==> src/rtl/video_fallback_pkg.sv <==
// Shared types and elaboration-time helpers for the video fallback switch.
package video_fallback_pkg;

  typedef enum logic [1:0] {
    FALLBACK = 2'd0,
    ACQUIRE  = 2'd1,
    ACTIVE   = 2'd2
  } state_e;

  typedef struct packed {
    logic [7:0] r;
    logic [7:0] g;
    logic [7:0] b;
  } rgb_t;

  // Total period of one axis from its four timing segments.
  function automatic int timing_total(input int active, input int fp,
                                      input int sync, input int bp);
    return active + fp + sync + bp;
  endfunction

  // Counter width able to hold 0 .. total-1 (at least one bit).
  function automatic int cnt_width(input int total);
    return (total > 1) ? $clog2(total) : 1;
  endfunction

endpackage

==> src/rtl/video_fallback_switch_timing.sv <==
// Free-running raster counters with registered sync / data-enable decode.
module vga_timing_gen
  import video_fallback_pkg::*;
#(
  parameter int   H_ACTIVE = 640,
  parameter int   H_FP     = 16,
  parameter int   H_SYNC   = 96,
  parameter int   H_BP     = 48,
  parameter int   V_ACTIVE = 480,
  parameter int   V_FP     = 10,
  parameter int   V_SYNC   = 2,
  parameter int   V_BP     = 33,
  parameter logic HS_POL   = 1'b1,
  parameter logic VS_POL   = 1'b1,
  localparam int  H_TOTAL  = timing_total(H_ACTIVE, H_FP, H_SYNC, H_BP),
  localparam int  V_TOTAL  = timing_total(V_ACTIVE, V_FP, V_SYNC, V_BP),
  localparam int  HCNT_W   = cnt_width(H_TOTAL),
  localparam int  VCNT_W   = cnt_width(V_TOTAL)
) (
  input  logic              clk,
  input  logic              rst,
  output logic              hs,
  output logic              vs,
  output logic              de,
  output logic [HCNT_W-1:0] hcnt,
  output logic [VCNT_W-1:0] vcnt
);

  localparam int HS_START = H_ACTIVE + H_FP;
  localparam int HS_END   = HS_START + H_SYNC - 1;
  localparam int VS_START = V_ACTIVE + V_FP;
  localparam int VS_END   = VS_START + V_SYNC - 1;

  // Raster position: pixel counter wraps per line, line counter advances on that wrap.
  always_ff @(posedge clk) begin
    if (rst) begin
      hcnt <= '0;
      vcnt <= '0;
    end else if (hcnt == HCNT_W'(H_TOTAL - 1)) begin
      hcnt <= '0;
      vcnt <= (vcnt == VCNT_W'(V_TOTAL - 1)) ? '0 : vcnt + VCNT_W'(1);
    end else begin
      hcnt <= hcnt + HCNT_W'(1);
    end
  end

  // Sync and enable decode, one cycle behind the counters.
  always_ff @(posedge clk) begin
    if (rst) begin
      hs <= ~HS_POL;
      vs <= ~VS_POL;
      de <= 1'b0;
    end else begin
      hs <= (hcnt >= HCNT_W'(HS_START) && hcnt <= HCNT_W'(HS_END)) ? HS_POL : ~HS_POL;
      vs <= (vcnt >= VCNT_W'(VS_START) && vcnt <= VCNT_W'(VS_END)) ? VS_POL : ~VS_POL;
      de <= (hcnt < HCNT_W'(H_ACTIVE)) && (vcnt < VCNT_W'(V_ACTIVE));
    end
  end

endmodule

==> src/rtl/video_fallback_switch.sv <==
// Selects between decoder video and a locally generated fill-colour raster,
// locking onto the decoder after a run of vsync edges and dropping back when
// decoder vsync stops.
module video_fallback_switch
  import video_fallback_pkg::*;
#(
  parameter int          H_ACTIVE   = 640,
  parameter int          H_FP       = 16,
  parameter int          H_SYNC     = 96,
  parameter int          H_BP       = 48,
  parameter int          V_ACTIVE   = 480,
  parameter int          V_FP       = 10,
  parameter int          V_SYNC     = 2,
  parameter int          V_BP       = 33,
  parameter logic        HS_POL     = 1'b1,
  parameter logic        VS_POL     = 1'b1,
  parameter int          LOCK_EDGES = 3,
  parameter int          TIMEOUT    = 1_000_000,
  parameter logic [23:0] FILL_RGB   = 24'hFFFFFF
) (
  input  logic       clk,
  input  logic       rst,
  input  logic [7:0] core_r,
  input  logic [7:0] core_g,
  input  logic [7:0] core_b,
  input  logic       core_hs,
  input  logic       core_vs,
  input  logic       core_de,
  input  logic       force_fallback,
  output logic [7:0] out_r,
  output logic [7:0] out_g,
  output logic [7:0] out_b,
  output logic       out_hs,
  output logic       out_vs,
  output logic       out_de,
  output logic       core_active,
  output logic       lost_pulse
);

  localparam int H_TOTAL = timing_total(H_ACTIVE, H_FP, H_SYNC, H_BP);
  localparam int V_TOTAL = timing_total(V_ACTIVE, V_FP, V_SYNC, V_BP);
  localparam int HCNT_W  = cnt_width(H_TOTAL);
  localparam int VCNT_W  = cnt_width(V_TOTAL);
  localparam int ECNT_W  = cnt_width(LOCK_EDGES + 1);
  localparam int TO_W    = cnt_width(TIMEOUT);

  logic              fb_hs_p0;
  logic              fb_vs_p0;
  logic              fb_de_p0;
  logic [HCNT_W-1:0] fb_hcnt;
  logic [VCNT_W-1:0] fb_vcnt;
  logic              fb_cnt_unused;
  rgb_t              fb_rgb_p0;
  rgb_t              core_rgb_p0;

  state_e            state;
  logic [ECNT_W-1:0] edge_cnt;
  logic [ECNT_W-1:0] edge_cnt_inc;
  logic [TO_W-1:0]   to_cnt;
  logic              vs_q;
  logic              vs_edge;
  logic              to_hit;

  rgb_t              rgb_p1;
  logic              hs_p1;
  logic              vs_p1;
  logic              de_p1;

  vga_timing_gen #(
    .H_ACTIVE (H_ACTIVE),
    .H_FP     (H_FP),
    .H_SYNC   (H_SYNC),
    .H_BP     (H_BP),
    .V_ACTIVE (V_ACTIVE),
    .V_FP     (V_FP),
    .V_SYNC   (V_SYNC),
    .V_BP     (V_BP),
    .HS_POL   (HS_POL),
    .VS_POL   (VS_POL)
  ) u_timing (
    .clk  (clk),
    .rst  (rst),
    .hs   (fb_hs_p0),
    .vs   (fb_vs_p0),
    .de   (fb_de_p0),
    .hcnt (fb_hcnt),
    .vcnt (fb_vcnt)
  );

  // Raster position is exported by the generator for debug taps; the mux only needs the decode.
  assign fb_cnt_unused = ^{fb_hcnt, fb_vcnt};

  assign fb_rgb_p0   = fb_de_p0 ? rgb_t'(FILL_RGB) : rgb_t'('0);
  assign core_rgb_p0 = {core_r, core_g, core_b};

  assign vs_edge      = (vs_q != VS_POL) && (core_vs == VS_POL);
  assign to_hit       = (to_cnt == TO_W'(TIMEOUT - 1));
  assign edge_cnt_inc = edge_cnt + ECNT_W'(1);
  assign core_active  = (state == ACTIVE);

  // Previous core vsync level for edge detection; idles at the inactive level.
  always_ff @(posedge clk) begin
    if (rst) vs_q <= ~VS_POL;
    else     vs_q <= core_vs;
  end

  // Lock FSM: count vsync edges to lock, watch for vsync loss once acquiring.
  always_ff @(posedge clk) begin
    if (rst || force_fallback) begin
      state      <= FALLBACK;
      edge_cnt   <= '0;
      to_cnt     <= '0;
      lost_pulse <= 1'b0;
    end else begin
      lost_pulse <= 1'b0;
      case (state)
        FALLBACK: begin
          to_cnt <= '0;
          if (vs_edge) begin
            edge_cnt <= ECNT_W'(1);
            state    <= (LOCK_EDGES == 1) ? ACTIVE : ACQUIRE;
          end
        end
        ACQUIRE, ACTIVE: begin
          // An edge in the timeout cycle still counts as activity.
          if (vs_edge) begin
            to_cnt <= '0;
            if (state == ACQUIRE) begin
              edge_cnt <= edge_cnt_inc;
              if (edge_cnt_inc == ECNT_W'(LOCK_EDGES)) state <= ACTIVE;
            end
          end else if (to_hit) begin
            state      <= FALLBACK;
            edge_cnt   <= '0;
            to_cnt     <= '0;
            lost_pulse <= (state == ACTIVE);
          end else begin
            to_cnt <= to_cnt + TO_W'(1);
          end
        end
        default: begin
          state    <= FALLBACK;
          edge_cnt <= '0;
          to_cnt   <= '0;
        end
      endcase
    end
  end

  // Stage p0 -> p1: single output register shared by both paths; no frame alignment on switch.
  always_ff @(posedge clk) begin
    if (rst) begin
      rgb_p1 <= '0;
      hs_p1  <= ~HS_POL;
      vs_p1  <= ~VS_POL;
      de_p1  <= 1'b0;
    end else if (core_active) begin
      rgb_p1 <= core_rgb_p0;
      hs_p1  <= core_hs;
      vs_p1  <= core_vs;
      de_p1  <= core_de;
    end else begin
      rgb_p1 <= fb_rgb_p0;
      hs_p1  <= fb_hs_p0;
      vs_p1  <= fb_vs_p0;
      de_p1  <= fb_de_p0;
    end
  end

  assign out_r  = rgb_p1.r;
  assign out_g  = rgb_p1.g;
  assign out_b  = rgb_p1.b;
  assign out_hs = hs_p1;
  assign out_vs = vs_p1;
  assign out_de = de_p1;

endmodule

==> config.mk <==
export PLATFORM = sky130hd
export DESIGN_NAME = video_fallback_switch
export DESIGN_NICKNAME = d
export VERILOG_FILES = /design/src/rtl/video_fallback_pkg.sv /design/src/rtl/video_fallback_switch_timing.sv /design/src/rtl/video_fallback_switch.sv
export SDC_FILE = /design/constraint.sdc
export NUM_CORES = 1
export LEC_CHECK = 0
export CAP_MARGIN = 20
export CORE_MARGIN = 4
export CORE_UTILIZATION = 44
export CTS_CLUSTER_DIAMETER = 150
export DETAILED_ROUTE_END_ITERATION = 6
export PLACE_DENSITY = 0.67
export RECOVER_POWER = 100
export SLEW_MARGIN = 20
export SYNTH_ARGS = -nofsm -noshare
export SYNTH_HDL_FRONTEND = slang
export SYNTH_SLANG_ARGS = --single-unit
==> constraint.sdc <==
create_clock -name clk -period 2.2 [get_ports clk]
set_input_delay 0.22 -clock clk [delete_from_list [all_inputs] [get_ports clk]]
set_output_delay 0.22 -clock clk [all_outputs]
set_load 0.05 [all_outputs]
* Word-level counts from Yosys, hierarchy flattened *
Index checks and enable logic that the tools add are counted.
Widths: inputs -> output; s select.

word-level totals
  register bits = 76
  input port bits = 30
  output and inout bits = 29

operators by class
  add/subtract/negate cells = 4
  $lt $le $gt $ge = 6
  equal/unequal tests = 10
  multiplexer cells = 17
  bitwise logic cells = 3
  reduce and logical (&&, ||, !) cells = 12

operators by type and width
  cell                   count
  $mux 24                2
  $add 10x1->10 const B  2
  $add 20x1->20 const B  1
  $eq 10x10->1 const B   2
  $eq 20x20->1 const B   1
  $mux 2                 7
  $ge 10x10->1 const B   1
  $ge 10x9->1 const B    1
  $le 10x10->1 const B   1
  $le 10x9->1 const B    1
  $lt 10x10->1 const B   1
  $lt 10x9->1 const B    1
  $mux 10                1
  $ne 3x3->1 const B     3
  $pmux 2 s2             2
  $reduce_or 4->1        2
  $mux 1                 5
  $eq 2x2->1 const B     2
  $logic_and 1x1->1      4
  $reduce_and 4->1       1
  $reduce_or 2->1        2
  $not 1->1              3
  $reduce_and 3->1       1
  $add 2x1->2 const B    1
  other kinds (4)        4

* Depth between registers and ports, before layout *
Gate-level depths: netlist of the first run.

  depth after elaboration = 6
  gate-level depth with buffers = 7

* Hierarchy *
A second synthesis of the first run with hierarchy kept.

unflattened totals
  cells, all modules = 352
  area total of the unflattened synthesis = 3198.1 um^2

by module, submodules not included
  module                 times used  cells an instance  area an instance (um^2)  sequential area each (um^2)
  video_fallback_switch  1           230                2068.2                   1061.0
  vga_timing_gen         1           122                1129.8                   460.4

* Least setup slack after synthesis of the first run *
No wires, ideal clock.

  path kind = register to register
  from = reg u_timing.hcnt[5]
  to = reg u_timing.vcnt[9]
  library setup time = 0.073 ns
  data arrival time = 1.940 ns
  required time = 2.127 ns
  path slack = 0.187 ns
  stages on the path, launching flop included = 6
  buffers on the path = 1
  path through = dfxtp_1 -> buf_6 -> or4b_4 -> or4_4 -> or3_1 -> a21oi_1

on the way
  cells in the longest elaborated chain, start to end = 1

RTL lines
  item                    RTL line                            text
  start, declared         video_fallback_switch_timing.sv:25  output logic [HCNT_W-1:0] hcnt,
  start signal, assigned  video_fallback_switch_timing.sv:43  hcnt <= hcnt + HCNT_W'(1);
  $eq 10x10->1            video_fallback_switch_timing.sv:39  end else if (hcnt == HCNT_W'(H_TOTAL - 1)) begin
  end signal, assigned    video_fallback_switch_timing.sv:41  vcnt <= (vcnt == VCNT_W'(V_TOTAL - 1)) ? '0 : vcnt + VCNT_W'(1);
  end, declared           video_fallback_switch_timing.sv:26  output logic [VCNT_W-1:0] vcnt

No other way between the ends.
A chain may end at the register's enable or synchronous reset.

* Worst setup path in the final report of the first run *
Same ends and word-level chain as after synthesis.

==> metrics.cfg, run 1 <==
[grt]
grt_pass1_vias = 2514
grt_overflow = 0
grt_max_degree = 33
grt.total_usage_pct = 16.3
grt_pass1_wl_um = 11500
antenna_found_initial = 0

[placed_design]
placed_cells = 515
gp_congestion = 0.777
placed_area_um2 = 3920
port_buffers = 58
dpl.hpwl_um = 5000

[cells_and_area]
num_antenna_cells = 0
seq_area_um2 = 1520
syn_to_final_growth_pct = 26.8
nFillCells = 612
drive_above_1_share_pct = 5.53
fin_util_pct = 59.0
final_area_um2 = 4100
multiInputGateArea_um2 = 1600
finalNetCount = 470
final_cells = 530

[yosys]
avgSynthCellArea_um2 = 8.71
seq_area_frac_synth_pct = 47.1
synth_most_common_cell = dfxtp_1
synthArstFlopShare_pct = 0
synth_edf_count = 0
yosysWarnings = 0
synth_cells = 371
syn_nets = 411
synth.distinct_cells = 44
ys_seq_elements = 76
yosys-top-cells-count = dfxtp_1 (76), nand2_1 (49), a21oi_1 (41), nor2_1 (27), nand3_1 (15)
yosysTopAreaCell = dfxtp_1
synth_top_area_share_pct = 47.1
netlist_area_um2 = 3230
ys_top_cells_by_area = dfxtp_1 (47%), a21oi_1 (6.4%), nand2_1 (5.7%)
yosys_most_used_dff = dfxtp_1

[routing]
wl_per_cell_um = 13.2
vias = 2774
dr.pass1.iters = 4
routed_wl_um = 6990
avgViaCountPerCell = 5.23
drc = 0
drt_iter0_drc = 93
antenna_left = 0

[sta]
fin_worst_skew_ps = 8.09
hold_viol = 0
worst_slew_pin_slew_ps = 1400
setup_viol = 0
fin_tns_setup_ps = 0
slew_violations = 0
post-route-period-util_pct = 93.6
period_needed_ps = 2060
rsz0062_at_grt = false
fmax_ghz = 0.486
relSlewSlack_pct = 6.79

[clock_tree]
path_clk_slew_ps = 80
root_buffer = clkbuf_8
cts-htree-levels = 3
post_cts_buffers = 0
cts_buffer_depth = 2
cts_hold_buf = 0
cts-resized-gates = 0
cts.sinks = 76
cts_tree = built
clock_latency_ps = 340
cts_buffers = 9

[worst_setup_path]
critPathMaxStageDelay_ps = 560
arrival_ps = 2330
slowest_stage = or4b_4
cp.required_ps = 2470
critical_path_class = reg2reg
cp-start-kind = flip-flop
crit_fanout = 8
end_kind = flip-flop
path_cells = or4b_4 -> or4_4 -> or3_1 -> a21oi_1

[power]
cellPowerDensity_nw_per_um2 = 682
max-vdd-ir-drop_uv = 335
power_w = 0.00279
p_leak_nw = 1.44

[floorplan]
die-area_um2 = 8780
initial_utilization_pct = 46.5
io_pins = 59
fp.dieH_um = 93.7
die_w_um = 93.7
core_area_um2 = 6940
rows = 30

[run_status]
outcome = completed

[run]
cap_violations = 0

[worst_hold_path]
worstHoldPathType = in2reg

[layout make-up]
| class | count | share of cell area (%) |
|---|---|---|
| timing repair buffer | 65 | 15.0 |
| clock inverter | 5 | 1.89 |
| tap | 96 | 2.93 |
| multi-input combinational | 267 | 38.9 |
| sequential | 76 | 37.1 |
| inverter | 11 | 1.01 |
| clock buffer | 10 | 3.11 |
[critical path: cells and delay by family (launching register included)]
family           cells  cell delay [ps]
AO/OA/AOI/OAI        1              140
flip-flops           1              380
AND/OR/NAND/NOR      3             1480
[report_power, final]
group	total (W)	internal [W]	switching, W
Sequential	0.00142	0.00141	0.0000121
Combinational	0.000253	0.000100	0.000153
Clock	0.00112	0.000629	0.000491
[worst paths after layout]
| check | start | to | slack [ps] | cells past startpoint |
|---|---|---|---|---|
| max | u_timing.hcnt[5]$_SDFF_PP0_ | u_timing.vcnt[9]$_SDFFE_PP0P_ | 140 | 4 |
| min | core_g[5] | out_g[5]$_SDFF_PP0_ | 440 | 3 |
| max reg2reg | u_timing.hcnt[5]$_SDFF_PP0_ | u_timing.vcnt[9]$_SDFFE_PP0P_ | 140 | 4 |
| min reg2reg | to_cnt[0]$_SDFF_PP0_ | to_cnt[0]$_SDFF_PP0_ | 440 | 1 |
[stage by stage]
step           hold slack, ps  setup slack, ps
2_1_floorplan             311              187
3_3_place_gp              422              175
3_5_place_dp              436              157
4_1_cts                   417              146
5_1_grt                   426             52.0
6_report                  436              141
[flip-flops by register name, indices dropped and copies added, names as in the netlist]
register and count:
to_cnt 20, u_timing.vcnt 10, edge_cnt 2, out_b 8, u_timing.hs 1, out_hs 1
out_g 8, vs_q 1, out_r 8, state 2, out_vs 1, out_de 1
lost_pulse 1, u_timing.de 1, u_timing.hcnt 10, u_timing.vs 1
[routing by layer]
| metal | vias to the layer above | part of all wire, % | global-route usage, % |
|---|---|---|---|
| met2 | 39 | 48 | 24.6 |
| met3 | 9 | 3.8 | 4.73 |
| li1 | 1426 | - | - |
| met1 | 1300 | 47 | 22.2 |
| met4 | 0 | 1.5 | 5.42 |
| met5 | - | 0 | 0 |
[cells by family (layout without fill, tap and decap cells)]
group           count (synthesis)  in the layout  share of synthesized area, %
mux                             4              4                          1.24
flops                          76             76                          47.1
buf+inv                        28             91                          3.52
fa+ha+maj                      10             10                          3.87
compound gates                 67             67                          11.3
simple gates                  165            165                          27.2
xor+xnor                       21             21                          5.69
[cell usage in the layout (no fill, tap or decap), types with 3 or more instances in the layout]
| cell type | instances |
|---|---|
| dfxtp_1 | 76 |
| nand2_1 | 49 |
| a21oi_1 | 41 |
| dlygate4sd3_1 | 29 |
| clkdlybuf4s50_1 | 28 |
| nor2_1 | 27 |
| nand3_1 | 15 |
| xor2_1 | 14 |
| nand4_1 | 13 |
| o21ai_0 | 12 |
| nor3_1 | 12 |
| inv_1 | 11 |
| ha_1 | 10 |
| clkbuf_8 | 9 |
| xnor2_1 | 7 |
| and3_1 | 6 |
| or3_1 | 6 |
| and4_1 | 5 |
| or4_1 | 5 |
| a31oi_1 | 5 |
| nor4bb_1 | 4 |
| mux2i_1 | 4 |
| clkbuf_1 | 4 |
| nor4_1 | 3 |
| o31ai_1 | 3 |
| buf_4 | 3 |
Note: power is estimated with default switching activity, not from simulation.
==> run 2, diff against run 1 <==
--- a/config.mk
+++ b/config.mk
@@ -16,3 +16,4 @@
 export SYNTH_ARGS = -nofsm -noshare
 export SYNTH_HDL_FRONTEND = slang
 export SYNTH_SLANG_ARGS = --single-unit
+export TNS_END_PERCENT = 10
==> results of run 2 <==
The final DEF is identical to that of run 1; final timing and power are the same.
==> run 3, diff against run 2 <==
==> constraint.sdc (replaced) <==
create_clock -name clk -period 1.94 [get_ports clk]
set_input_delay 0.194 -clock clk [delete_from_list [all_inputs] [get_ports clk]]
set_output_delay 0.194 -clock clk [all_outputs]
set_load 0.05 [all_outputs]
==> run 3 against run 2 <==
  * Final cell count is 3.2% higher
  * Non-clock buffer count increased by 16
  * Sequential power grew 13%
  * Sequential share of layout area is 1.2 points lower
  * Sequential cell count is the same
  * Worst hold slack worse by 41 ps
  * Combinational power rose by 17%
  * First-iteration DRC count down 1.1%
  * Critical path depth stayed put
  * Register-to-register slack lost 80 ps
  * Worst setup slack got worse by 79 ps
  * Largest power group unchanged
==> metrics.cfg, run 3 (synthesis gave the netlist of run 1 again) <==
[cells_and_area]
layout_commonest_cell = dfxtp_1
drive_above_1_share_pct = 9.09
finalNetCount = 486
reg.largest.list = to_cnt x20, u_timing.hcnt x10, u_timing.vcnt x10
syn_to_final_growth_pct = 31.3
final_area_um2 = 4240
num_antenna_cells = 0
largest_register = to_cnt
mostFrequentLayoutCells = dfxtp_1 (76), nand2_1 (49), a21oi_1 (41)
largest_register_ffs = 20
fin_util_pct = 61.1

[sta]
slew_violations = 0
relSlewSlack_pct = 29.5
setup_viol = 0
fin_tns_setup_ps = 0
holdWs_ps = 394
period_needed_ps = 1880
rsz0062_at_grt = true
fmax_ghz = 0.532
fin_worst_skew_ps = 9.32
hold_viol = 0
worst_slew_pin_slew_ps = 1060
post-route-period-util_pct = 96.8

[worst_setup_path]
critical_path_class = reg2reg
critPathLaunch = u_timing.hcnt[7]$_SDFF_PP0_
crit_fanout = 5
r2r_setup_slack_ps = 60
crit_end = u_timing.vcnt[9]$_SDFFE_PP0P_
reg2reg_depth = 4
reg2reg_from = u_timing.hcnt[7]$_SDFF_PP0_
reg2reg_to = u_timing.vcnt[9]$_SDFFE_PP0P_
arrival_ps = 2150
end_kind = flip-flop
cp-start-kind = flip-flop
cp.required_ps = 2210

[clock_tree]
root_buffer = clkbuf_8
cts-htree-levels = 3
cts-resized-gates = 0
cts_buffer_depth = 2
post_cts_buffers = 0
clock_latency_ps = 340
path_clk_slew_ps = 80
cts_buffers = 9
cts.sinks = 76
cts_hold_buf = 0
cts_tree = built

[placed_design]
gp_congestion = 0.853
port_buffers = 58
dpl.hpwl_um = 5300
placed_area_um2 = 4040

[grt]
grt_overflow = 0
antenna_found_initial = 0
grt_pass1_vias = 2587
grt_max_degree = 26
grt_pass1_wl_um = 11900
grt.total_usage_pct = 16.6

[worst_hold_path]
worstHoldPathType = in2reg
hold_start = core_r[6]

[power]
p_leak_nw = 1.51
switching_share_pct = 24.0
cellPowerDensity_nw_per_um2 = 758
intPower_w = 0.00244
pwr-share-seq_pct = 50.1
power_w = 0.00321
pwr-share-comb_pct = 9.2
switching_power_w = 0.000772
max-vdd-ir-drop_uv = 484
power_frac_clock_pct = 40.7

[routing]
wl_per_cell_um = 13.3
routed_wl_um = 7270
vias = 2807
drc = 0
dr.pass1.iters = 4
antenna_left = 0
avgViaCountPerCell = 5.13
drt_iter0_drc = 92

[floorplan]
die-area_um2 = 8780
initial_utilization_pct = 46.5
rows = 30
die_w_um = 93.7
core_area_um2 = 6940
fp.dieH_um = 93.7
io_pins = 59

[run_status]
outcome = completed

[run]
cap_violations = 0

-- run 3: changes by cell type in the layout (fill, tap and decap cells not counted), sizes merged --
cell      delta
buf         +15
clkinvlp     +1
clkbuf       +1
-- run 3: layer usage --
| metal | global-route usage, % | vias to the layer above | routed length [um] |
|---|---|---|---|
| met5 | 0 | - | 0 |
| met4 | 7.22 | 0 | 116 |
| met3 | 3.29 | 10 | 282 |
| met2 | 26.1 | 47 | 3470 |
| met1 | 22.2 | 1292 | 3410 |
| li1 | - | 1458 | - |
-- run 3: worst min-delay path by stage --
stage                     cells after the start               endpoint
after floorplan                               1  state[0]$_SDFFE_PP0P_
after global placement                        1   to_cnt[0]$_SDFF_PP0_
after detailed placement                      1   to_cnt[0]$_SDFF_PP0_
after CTS                                     3    out_r[6]$_SDFF_PP0_
after global routing                          3    out_r[6]$_SDFF_PP0_
final                                         3    out_r[6]$_SDFF_PP0_
-- run 3: cell type report --
| type | count | area [um2] |
|---|---|---|
| tap | 96 | 120 |
| clock buffer | 10 | 128 |
| sequential | 76 | 1520 |
| timing repair buffer | 81 | 742 |
| clock inverter | 6 | 88.8 |
| multi-input combinational | 267 | 1600 |
| inverter | 11 | 41.3 |
| fill | 604 | 2700 |
-- run 3: worst max-delay path: stages, from the launching register on --
cell and delay, ps:
dfxtp_1 310, or4b_4 550, or4_4 460, or3_1 360, a21oi_1 140
-- run 3: power by group through the flow --
stage | Clock [W] | Sequential [W] | Combinational (W)
after CTS | 0.00134 | 0.00161 | 0.000309
after global placement | 0 | 0.00165 | 0.000306
after global routing | 0.00140 | 0.00162 | 0.000314
final | 0.00131 | 0.00161 | 0.000296
after floorplan | 0 | 0.00175 | 0.0000673
after detailed placement | 0 | 0.00165 | 0.000308
-- run 3: stage by stage --
stage / setup WS, ps / instances
6_report: 61.8 / 547
5_1_grt: -9.58 / 547
3_5_place_dp: 75.0 / 531
4_1_cts: 60.2 / 547
3_3_place_gp: 80.0 / 531
2_1_floorplan: -12.3 / 371
